### src/rtl/bus_rr_arbiter_wdt_pkg.sv
// Shared definitions for the four-master round-robin arbiter with transaction watchdog.
package bus_rr_arbiter_wdt_pkg;

  localparam int unsigned BusMasterCh = 4;
  localparam int unsigned BusIdxW     = 2;

  // Active-low bus signalling levels.
  localparam logic BusEnable  = 1'b0;
  localparam logic BusDisable = 1'b1;

  typedef logic [BusIdxW-1:0] bus_idx_t;

  typedef enum logic [1:0] {
    StIdle  = 2'd0,
    StOwn   = 2'd1,
    StAbort = 2'd2
  } bus_arb_state_e;

  typedef struct packed {
    logic     valid;
    bus_idx_t idx;
  } rr_pick_t;

endpackage

### src/rtl/bus_rr_arbiter_wdt_counter.sv
// Saturating stall counter with synchronous clear and terminal-count flag.
module bus_wdt_counter #(
  parameter int unsigned Width   = 9,
  parameter int unsigned TermVal = 255
) (
  input  logic clk_i,
  input  logic rst_i,
  input  logic clr_i,
  input  logic inc_i,
  output logic term_o
);

  logic [Width-1:0] cnt_d, cnt_q;

  always_comb begin
    cnt_d = cnt_q;
    if (clr_i) begin
      cnt_d = '0;
    end else if (inc_i && (cnt_q != '1)) begin
      cnt_d = cnt_q + 1'b1;
    end
  end

  always_ff @(posedge clk_i or posedge rst_i) begin
    if (rst_i) begin
      cnt_q <= '0;
    end else begin
      cnt_q <= cnt_d;
    end
  end

  assign term_o = (cnt_q == Width'(TermVal));

endmodule

### src/rtl/bus_rr_arbiter_wdt.sv
// Round-robin bus arbiter for four masters with active-low grants and a per-owner
// watchdog that aborts accesses whose slave never returns ready.
module bus_rr_arbiter_wdt
  import bus_rr_arbiter_wdt_pkg::*;
#(
  parameter int unsigned TIMEOUT = 256,
  parameter int unsigned WDT_W   = 9
) (
  input  logic       clk,
  input  logic       reset,
  input  logic       m0_req_,
  input  logic       m1_req_,
  input  logic       m2_req_,
  input  logic       m3_req_,
  output logic       m0_grnt_,
  output logic       m1_grnt_,
  output logic       m2_grnt_,
  output logic       m3_grnt_,
  input  logic       s_as_,
  input  logic       m_rdy_,
  output logic       to_err_,
  output logic [1:0] to_id,
  output logic       bus_busy
);

  localparam bit          WdtEn   = (TIMEOUT != 0);
  localparam int unsigned WdtTerm = WdtEn ? TIMEOUT - 1 : 0;

  // First requester after `last` in circular order; `last` itself is checked last.
  function automatic rr_pick_t rr_search(input logic [BusMasterCh-1:0] req_n,
                                         input bus_idx_t last);
    rr_pick_t pick;
    bus_idx_t cand;
    pick = '0;
    for (int i = 1; i <= int'(BusMasterCh); i++) begin
      cand = last + bus_idx_t'(i);
      if (!pick.valid && (req_n[cand] == BusEnable)) begin
        pick.valid = 1'b1;
        pick.idx   = cand;
      end
    end
    return pick;
  endfunction

  bus_arb_state_e         state_d, state_q;
  bus_idx_t               owner_d, owner_q;
  bus_idx_t               last_d, last_q;
  logic [BusMasterCh-1:0] grnt_d, grnt_q;
  logic                   to_err_d, to_err_q;
  bus_idx_t               to_id_d, to_id_q;

  logic [BusMasterCh-1:0] req_n;
  logic                   stall;
  logic                   wdt_clr;
  logic                   wdt_term;
  rr_pick_t               pick_idle, pick_rel;

  assign req_n     = {m3_req_, m2_req_, m1_req_, m0_req_};
  assign stall     = (s_as_ == BusEnable) && (m_rdy_ == BusDisable);
  assign pick_idle = rr_search(req_n, last_q);
  assign pick_rel  = rr_search(req_n, owner_q);

  always_comb begin
    state_d  = state_q;
    owner_d  = owner_q;
    last_d   = last_q;
    grnt_d   = grnt_q;
    to_err_d = BusDisable;
    to_id_d  = to_id_q;
    wdt_clr  = 1'b1;
    unique case (state_q)
      StIdle: begin
        if (pick_idle.valid) begin
          grnt_d              = '1;
          grnt_d[pick_idle.idx] = BusEnable;
          owner_d             = pick_idle.idx;
          state_d             = StOwn;
        end
      end
      StOwn: begin
        // Release beats abort so a transfer ending on the terminal cycle is not flagged.
        if (req_n[owner_q] == BusDisable) begin
          last_d = owner_q;
          grnt_d = '1;
          if (pick_rel.valid) begin
            grnt_d[pick_rel.idx] = BusEnable;
            owner_d              = pick_rel.idx;
          end else begin
            state_d = StIdle;
          end
        end else if (WdtEn && wdt_term && stall) begin
          grnt_d   = '1;
          to_err_d = BusEnable;
          to_id_d  = owner_q;
          last_d   = owner_q;
          state_d  = StAbort;
        end else begin
          wdt_clr = !stall || !WdtEn;
        end
      end
      StAbort: begin
        grnt_d  = '1;
        state_d = StIdle;
      end
      default: begin
        grnt_d  = '1;
        state_d = StIdle;
      end
    endcase
  end

  always_ff @(posedge clk or posedge reset) begin
    if (reset) begin
      state_q  <= StIdle;
      owner_q  <= '0;
      last_q   <= bus_idx_t'(BusMasterCh - 1);
      grnt_q   <= '1;
      to_err_q <= BusDisable;
      to_id_q  <= '0;
    end else begin
      state_q  <= state_d;
      owner_q  <= owner_d;
      last_q   <= last_d;
      grnt_q   <= grnt_d;
      to_err_q <= to_err_d;
      to_id_q  <= to_id_d;
    end
  end

  bus_wdt_counter #(
    .Width   (WDT_W),
    .TermVal (WdtTerm)
  ) u_wdt (
    .clk_i  (clk),
    .rst_i  (reset),
    .clr_i  (wdt_clr),
    .inc_i  (stall),
    .term_o (wdt_term)
  );

  assign m0_grnt_ = grnt_q[0];
  assign m1_grnt_ = grnt_q[1];
  assign m2_grnt_ = grnt_q[2];
  assign m3_grnt_ = grnt_q[3];
  assign to_err_  = to_err_q;
  assign to_id    = to_id_q;
  assign bus_busy = ~&grnt_q;

endmodule
### config.mk
export PLATFORM = sky130hd
export DESIGN_NAME = bus_rr_arbiter_wdt
export DESIGN_NICKNAME = d
export VERILOG_FILES = /design/src/rtl/bus_rr_arbiter_wdt_pkg.sv /design/src/rtl/bus_rr_arbiter_wdt_counter.sv /design/src/rtl/bus_rr_arbiter_wdt.sv
export SDC_FILE = /design/constraint.sdc
export NUM_CORES = 1
export LEC_CHECK = 0
export BUFFER_PORTS_ARGS = -buffer_cell sky130_fd_sc_hd__buf_4
export CORE_UTILIZATION = 52
export CTS_CLUSTER_SIZE = 24
export DETAILED_ROUTE_END_ITERATION = 12
export HOLD_SLACK_MARGIN = 0.12
export PLACE_DENSITY = 0.83
export SETUP_SLACK_MARGIN = 0.1
export SLEW_MARGIN = 10
export SYNTH_ARGS = -nofsm -noshare
export SYNTH_HDL_FRONTEND = slang
export SYNTH_SLANG_ARGS = --single-unit
### constraint.sdc
create_clock -name clk -period 1.8 [get_ports clk]
set_input_delay 0.18 -clock clk [delete_from_list [all_inputs] [get_ports clk]]
set_output_delay 0.18 -clock clk [all_outputs]
set_load 0.005 [all_outputs]
==> run summary, run 1 <==
ROUTING
--------------------------------------------------------------------------------------------
Average detailed-routed wire length per instance ..............................     20.11 um
Via total after detailed routing ..............................................        1,456
Final wirelength ..............................................................     4.625 mm
Via-per-instance ratio ........................................................        6.330
1st-iter DRT viols ............................................................           61
Count of unresolved DRC violations after routing ..............................            0
Number of nets with antenna violations after routing ..........................            0
Drt first pass iters ..........................................................            4

STA
--------------------------------------------------------------------------------------------
Final worst setup slack .......................................................  -0.07717 ns
Setup TNS Final ...............................................................   -0.7911 ns
Final hold viol count .........................................................            0
Normalized max-slew margin ....................................................       0.5408
Worst clock skew ..............................................................  0.002865 ns
Least-Margin Pin Slew .........................................................    0.6881 ns
Post-route worst hold slack ...................................................    0.1957 ns
Max Clk Rate ..................................................................   0.5327 GHz
Final clock period utilization by the worst path ..............................        1.043
Final setup violation count ...................................................           18
Setup repair after global routing missed its margin ...........................          yes
Minimum period implied by the final worst setup slack .........................     1.877 ns
Number of max-slew violations in the final report .............................            0

FLOORPLAN
--------------------------------------------------------------------------------------------
Total die area ................................................................ 0.002949 mm2
Standard cell core area ....................................................... 0.002522 mm2
Number of top-level pins ......................................................           16
Height of the die .............................................................     54.31 um
Die outline width .............................................................     54.31 um
Starting utilization of the core area .........................................       0.5640
Row Count .....................................................................           18

JOB
--------------------------------------------------------------------------------------------
Max cap viols .................................................................            0

SETUP PATH
--------------------------------------------------------------------------------------------
CP max FO .....................................................................            4
WS Path Type ..................................................................   reg -> reg
Critical Path Start ........................................................... u_wdt.cnt_q[0]$_DFFE_PP0P_
CP peak stage delay ...........................................................      0.39 ns
Worst Setup EP ................................................................ to_id[0]$_DFFE_PP0P_
Worst path slowest cell .......................................................      dfrtp_1
Cell breakdown of the critical path ........................................... ha_2, nand3_2, nor2_4, ha_4, and3b_2, nor2b_4, mux2_4
Crit path required time .......................................................      2.01 ns
Source of the worst register-to-register timing path .......................... u_wdt.cnt_q[0]$_DFFE_PP0P_
Startpoint Class ..............................................................     register
Endpoint type of the worst setup path .........................................     register
Worst R2R Path Depth ..........................................................            7
FF-to-FF End .................................................................. to_id[0]$_DFFE_PP0P_
Reg2reg setup slack ...........................................................     -0.08 ns
CP arrival ....................................................................      2.09 ns

YOSYS
--------------------------------------------------------------------------------------------
Number of synthesized flops with an enable pin ................................            0
Post-synthesis compound-gate area fraction ....................................       0.1407
Largest family of logic cells by synthesized area ............................. simple AND/OR/NAND/NOR gates
Yosys warns ...................................................................            0
Synth area leader .............................................................      dfrtp_1
Cells taking the most area after synthesis .................................... dfrtp_1 26%, dfstp_2 13%, nor2_1 5.0%
Share of the yosys chip area belonging to registers ...........................       0.3931
Post-synthesis area per instance ..............................................    9.298 um2
Number of cells produced by synthesis .........................................          153
Synth Register Bits ...........................................................           22
Synth Net Count ...............................................................          164
Basic-gate share of the synthesized area counting and, or, nand and nor cells .       0.2454
Adder-Cell Fraction of Synth Area .............................................      0.02639
Post-synth top area share .....................................................       0.2639
Async set-or-reset flop fraction in the synthesized netlist ...................        1.000
Portion of netlist area occupied by mux cells .................................      0.08619
Synthesized cell area ......................................................... 0.001423 mm2
Number of unique standard cell types used by synthesis ........................           47
Post-synthesis xor/xnor area fraction .........................................      0.04310
Flip-flop cell with the highest count after synthesis .........................      dfrtp_1

GLOBAL ROUTING
--------------------------------------------------------------------------------------------
Pin count of the biggest net entering global routing ..........................           19
Antenna violations before repair ..............................................            0
Global-route wire length before repair ........................................     6.299 mm
Via count of the first global-routing pass ....................................        1,358
Remaining Overflow, GRT .......................................................            0
Total track usage .............................................................       0.3041

POWER AND IR DROP
--------------------------------------------------------------------------------------------
Leak Pwr ...................................................................... 0.0008946 uW
Pwr Total .....................................................................      2605 uW
Power Density .................................................................  1301 mW/mm2
Max IR drop VDD ...............................................................     1.097 mV

LAYOUT
--------------------------------------------------------------------------------------------
Syn-to-layout area delta ......................................................       40.72%
Net count of the finished layout ..............................................          212
Fraction of final layout cells sized beyond drive strength 1 ..................       0.4900
Area of all placed cells without fillers ...................................... 0.002002 mm2
Number of antenna diodes ......................................................            0
Most common cell after layout, fill and taps aside ............................        buf_4
# fillers .....................................................................          145
Most used cells in the layout excluding fill and tap cells .................... 46 x buf_4, 15 x nor2_1, 14 x nand2_1, 14 x dfrtp_1, 7 x dfstp_2

CLOCK NETWORK
--------------------------------------------------------------------------------------------
Number of H-tree branching levels .............................................            1
Root Driver ...................................................................     clkbuf_4
Number of sinks handled by clock tree synthesis ...............................           22
Clock latency at the later pin of the worst-skew pair .........................      0.31 ns
Maximum number of buffers from clock root to sink .............................            2
CTS tree ......................................................................          yes
TritonCTS buffer count ........................................................            3
Clock-pin slew on the worst setup and hold paths ..............................      0.13 ns

PLACEMENT
--------------------------------------------------------------------------------------------
I/O Buffers ...................................................................           15
Post-detailed-placement cell area ............................................. 0.001672 mm2
Post-detailed-placement half-perimeter wirelength .............................     2.339 mm
Final GP Congestion ...........................................................       0.8750
Worst setup slack after placement .............................................  -0.06687 ns

WORST HOLD PATH
--------------------------------------------------------------------------------------------
Hold/Removal Path Class .......................................................    in -> reg

STATUS
--------------------------------------------------------------------------------------------
Violated checks ............................................................... negative setup slack
Outcome ....................................................................... finished, violations left

[cell type report]
cell class                      count  area [um2]  area share
Multi-Input combinational cell    117       927.1      0.4631
Sequential cell                    22       560.5      0.2800
Timing Repair Buffer               51       417.9      0.2088
Tap cell                           30       37.54     0.01875
Clock buffer                        4       36.28     0.01813
Inverter                            6       22.52     0.01125
[synthesized netlist by cell type, types with 4 or more instances]
cell	n
nor2_1	19
dfrtp_1	15
nand2_1	14
dfstp_2	7
nand3_1	7
a21oi_1	6
nor3_1	6
o21ai_0	6
inv_1	5
nor2b_1	5
mux2_2	4
mux2i_1	4
xnor2_1	4
[worst max-delay path: cells and delay by family (launching register included)]
| kind | cells | cell delay (ns) |
|---|---|---|
| AND/OR/NAND/NOR | 4 | 0.70 |
| flip-flops | 1 | 0.39 |
| adder cells (fa/ha/maj) | 2 | 0.36 |
| multiplexers | 1 | 0.31 |
[metal layers]
metal,global-route usage,part of all wire
met1,0.3750,0.42
met2,0.5285,0.49
met3,0.05278,0.064
met4,0.1068,0.029
met5,0,0
[report_power, final]
| group | switching, uW | total, uW | internal (uW) |
|---|---|---|---|
| Sequential | 119 | 776 | 657 |
| Combinational | 749 | 1550 | 801 |
| Clock | 157 | 280 | 124 |
| Total | 1020 | 2610 | 1580 |
[cell families after synthesis]
kind of cell	after synthesis
AND/OR/NAND/NOR	68
multiplexers	10
XOR/XNOR	7
AO/OA/AOI/OAI	27
adder cells (fa/ha/maj)	3
flip-flops	22
buffers and inverters	16
[sequential cells by signal, indices dropped and copies added (netlist names)]
name	cells
grnt_q	4
last_q	2
owner_q	2
state_q	2
to_err_	1
to_id	2
u_wdt.cnt_q	9
[worst min-delay path by stage]
stage               startpoint                    endpoint  slack, ns  cells after the start
finish                   s_as_  u_wdt.cnt_q[0]$_DFFE_PP0P_       0.20                      3
global route             s_as_  u_wdt.cnt_q[0]$_DFFE_PP0P_       0.17                      3
CTS                      s_as_  u_wdt.cnt_q[0]$_DFFE_PP0P_       0.17                      3
detailed placement       reset  u_wdt.cnt_q[6]$_DFFE_PP0P_       0.32                      2
global placement         reset  u_wdt.cnt_q[5]$_DFFE_PP0P_       0.32                      2
floorplan                reset      owner_q[0]$_DFFE_PP0P_       0.16                      1
[what timing repair did]
action                     CTS  global route
buffers inserted             7             7
hold endpoints to repair    15             0
setup endpoints to repair   19            21
gates cloned                 2             0
gates resized for setup     20            14
hold buffers                 1             0
pin swaps                   18             8
[through the flow]
step             util  std cells
3_5_place_dp   0.6627        210
2_1_floorplan       -        153
5_1_grt        0.7937        230
4_1_cts        0.7431        224
3_3_place_gp   0.6627        210
6_report       0.7937        230
Note: power is estimated with default switching activity, not from simulation.
==> run 2: changes to the inputs <==
--- a/config.mk
+++ b/config.mk
@@ -6,11 +6,11 @@
 export NUM_CORES = 1
 export LEC_CHECK = 0
 export BUFFER_PORTS_ARGS = -buffer_cell sky130_fd_sc_hd__buf_4
-export CORE_UTILIZATION = 52
+export CORE_UTILIZATION = 62
 export CTS_CLUSTER_SIZE = 24
 export DETAILED_ROUTE_END_ITERATION = 12
 export HOLD_SLACK_MARGIN = 0.12
-export PLACE_DENSITY = 0.83
+export PLACE_DENSITY = 0.92
 export SETUP_SLACK_MARGIN = 0.1
 export SLEW_MARGIN = 10
 export SYNTH_ARGS = -nofsm -noshare
==> constraint.sdc (replaced) <==
create_clock -name clk -period 2.3 [get_ports clk]
set_input_delay 0.23 -clock clk [delete_from_list [all_inputs] [get_ports clk]]
set_output_delay 0.23 -clock clk [all_outputs]
set_load 0.005 [all_outputs]
==> run 2 against run 1 <==
Effect of this change:
- the run now ends clean
- die area fell by 16%
- clock power fell by 24%
- non-clock buffer count fell by 35
- critical path type unchanged
- highest routed layer unchanged
==> run summary, run 2 (synthesis gave the netlist of run 1 again) <==
STA
---------------------------------------------------------------------------
Final setup violation count ..................................            0
Number of max-slew violations in the final report ............            0
Least-Margin Pin Slew ........................................    0.7864 ns
Final clock period utilization by the worst path .............       0.8904
Final hold viol count ........................................            0
Setup repair after global routing missed its margin ..........           no
Worst clock skew .............................................  0.001781 ns
Max Clk Rate .................................................   0.4883 GHz
Minimum period implied by the final worst setup slack ........     2.048 ns
Post-route worst hold slack ..................................    0.2623 ns
Normalized max-slew margin ...................................       0.4752
Setup TNS Final ..............................................         0 ns

FLOORPLAN
---------------------------------------------------------------------------
Number of top-level pins .....................................           16
Die outline width ............................................     49.90 um
Total die area ............................................... 0.002490 mm2
Row Count ....................................................           16
Starting utilization of the core area ........................       0.6899
Height of the die ............................................     49.90 um
Standard cell core area ...................................... 0.002062 mm2

WORST HOLD PATH
---------------------------------------------------------------------------
Hold/Removal Path Class ......................................    in -> reg
Launch point of the worst hold path ..........................        s_as_
WHS Path Cells ...............................................            3
Endpoint with the worst hold slack ........................... u_wdt.cnt_q[8]$_DFFE_PP0P_

LAYOUT
---------------------------------------------------------------------------
Number of antenna diodes .....................................            0
Net count of the finished layout .............................          175
Max FFs per register .........................................            9
Most common cell after layout, fill and taps aside ...........       nor2_1
Area of the multi-input gates ................................    773.2 um2
Syn-to-layout area delta .....................................       8.795%
Most used cells in the layout excluding fill and tap cells ... 19 x nor2_1, 15 x buf_4, 15 x dfrtp_1
Leading registers by flop count .............................. u_wdt.cnt_q (9), grnt_q (4)
Count of non-filler cells in the finished layout .............          190
Fraction of final layout cells sized beyond drive strength 1 .       0.2577
# fillers ....................................................          144
Register with the highest flop count .........................  u_wdt.cnt_q
Sequential cell area .........................................    559.3 um2
Core utilization of the finished layout ......................       0.7506

POWER AND IR DROP
---------------------------------------------------------------------------
Fraction of power consumed by combinational cells ............        0.467
Share of total power in sequential cells .....................        0.400
Leak Pwr ..................................................... 0.0006823 uW
Power Density ................................................  1038 mW/mm2
Proportion of total power due to net switching ...............       0.3835
Max IR drop VDD ..............................................    0.7683 mV
Clk pwr share ................................................        0.133
Int Pwr ......................................................     990.6 uW
Net switching power ..........................................     616.2 uW

CLOCK NETWORK
---------------------------------------------------------------------------
Clock latency at the later pin of the worst-skew pair ........      0.31 ns
Number of H-tree branching levels ............................            1
Maximum number of buffers from clock root to sink ............            2
CTS tree .....................................................          yes
# Post-CTS Setup Buffers .....................................            0
Number of sinks handled by clock tree synthesis ..............           22
TritonCTS buffer count .......................................            3
Root Driver ..................................................     clkbuf_4
Clock-pin slew on the worst setup and hold paths .............      0.12 ns

SETUP PATH
---------------------------------------------------------------------------
CP max FO ....................................................            5
Source of the worst register-to-register timing path ......... u_wdt.cnt_q[0]$_DFFE_PP0P_
Worst R2R Path Depth .........................................            7
CP arrival ...................................................      2.26 ns
WS Path Type .................................................   reg -> reg
FF-to-FF End ................................................. to_id[0]$_DFFE_PP0P_
Startpoint Class .............................................     register
Buffers and inverters on the worst path ......................            0
Cell breakdown of the critical path .......................... ha_1, nand3_1, nor2_1, ha_1, and3b_1, nor2b_2, mux2_2
Cell with the most instances on the worst path ...............         ha_1
Worst path slowest cell ......................................      dfrtp_1
Crit path required time ......................................      2.51 ns
Reg2reg setup slack ..........................................      0.25 ns
Cell family with the largest share of critical-path delay .... simple AND/OR/NAND/NOR gates
CP peak stage delay ..........................................      0.40 ns
Endpoint type of the worst setup path ........................     register

ROUTING
---------------------------------------------------------------------------
Drt first pass iters .........................................            4
Via total after detailed routing .............................        1,181
Count of unresolved DRC violations after routing .............            0
Via-per-instance ratio .......................................        6.216
Number of nets with antenna violations after routing .........            0
Average detailed-routed wire length per instance .............     15.49 um
1st-iter DRT viols ...........................................           29
Final wirelength .............................................     2.944 mm

GLOBAL ROUTING
---------------------------------------------------------------------------
Total track usage ............................................       0.2733
Global-route wire length before repair .......................     5.099 mm
Remaining Overflow, GRT ......................................            0
Antenna violations before repair .............................            0
Pin count of the biggest net entering global routing .........           23
Via count of the first global-routing pass ...................        1,201

PLACEMENT
---------------------------------------------------------------------------
Final GP Congestion ..........................................       0.9283
Total instance count after detailed placement ................          185
Post-detailed-placement half-perimeter wirelength ............     2.139 mm
I/O Buffers ..................................................           15

STATUS
---------------------------------------------------------------------------
Outcome ......................................................    completed

JOB
---------------------------------------------------------------------------
Max cap viols ................................................            0

[run 2: cell types whose count changed in the layout (fill, tap and decap cells not counted), sizes merged]
| cell | before | now |
|---|---|---|
| buf | 50 | 15 |
| o21bai | 2 | 1 |
| or4b | 2 | 1 |
[run 2: power groups by stage]
stage	Sequential, uW	Combinational, uW	Clock [uW]
floorplan	570	639	0
global placement	634	691	0
detailed placement	648	738	0
CTS	639	747	218
global route	662	826	231
finish	642	750	214
[run 2: per-layer routing]
metal,share of wire,vias up,global-route usage
met4,0.014,0,0.1048
met2,0.51,39,0.4752
li1,-,557,-
met5,0,-,0
met3,0.048,7,0.04630
met1,0.43,578,0.3340
[run 2: layout make-up]
cell class | count | area share
clock buffer | 4 | 0.02344
sequential | 22 | 0.3614
multi-input combinational | 115 | 0.4996
inverter | 6 | 0.01455
timing repair buffer | 16 | 0.07922
tap | 27 | 0.02183
[run 2: stage by stage]
step	power [uW]	instance area (um2)	worst slack (ns)
finish	1607	1548	0.2520
CTS	1604	1545	0.1728
detailed placement	1386	1499	0.2203
global route	1718	1548	0.1157
floorplan	1209	1423	0.4481
global placement	1324	1499	0.3079
[run 2: worst max-delay path by stage]
stage | startpoint | end | slack [ns] | cells past startpoint
finish | u_wdt.cnt_q[0]$_DFFE_PP0P_ | to_id[0]$_DFFE_PP0P_ | 0.25 | 7
global route | u_wdt.cnt_q[0]$_DFFE_PP0P_ | to_id[0]$_DFFE_PP0P_ | 0.12 | 7
CTS | u_wdt.cnt_q[0]$_DFFE_PP0P_ | to_id[0]$_DFFE_PP0P_ | 0.17 | 7
detailed placement | u_wdt.cnt_q[0]$_DFFE_PP0P_ | to_id[0]$_DFFE_PP0P_ | 0.22 | 7
global placement | u_wdt.cnt_q[0]$_DFFE_PP0P_ | to_id[0]$_DFFE_PP0P_ | 0.31 | 7
floorplan | owner_q[1]$_DFFE_PP0P_ | u_wdt.cnt_q[2]$_DFFE_PP0P_ | 0.45 | 6
[run 2: worst register-to-register path, cell delays in order, from the launching register on]
cell,delay (ns)
dfrtp_1,0.40
ha_1,0.22
nand3_1,0.10
nor2_1,0.17
ha_1,0.19
and3b_1,0.26
nor2b_2,0.25
mux2_2,0.35
[run 2: timing repair]
item	CTS	global route
hold buffers	1	0
gates resized for setup	0	1
setup endpoints to repair	0	1
hold endpoints to repair	15	0
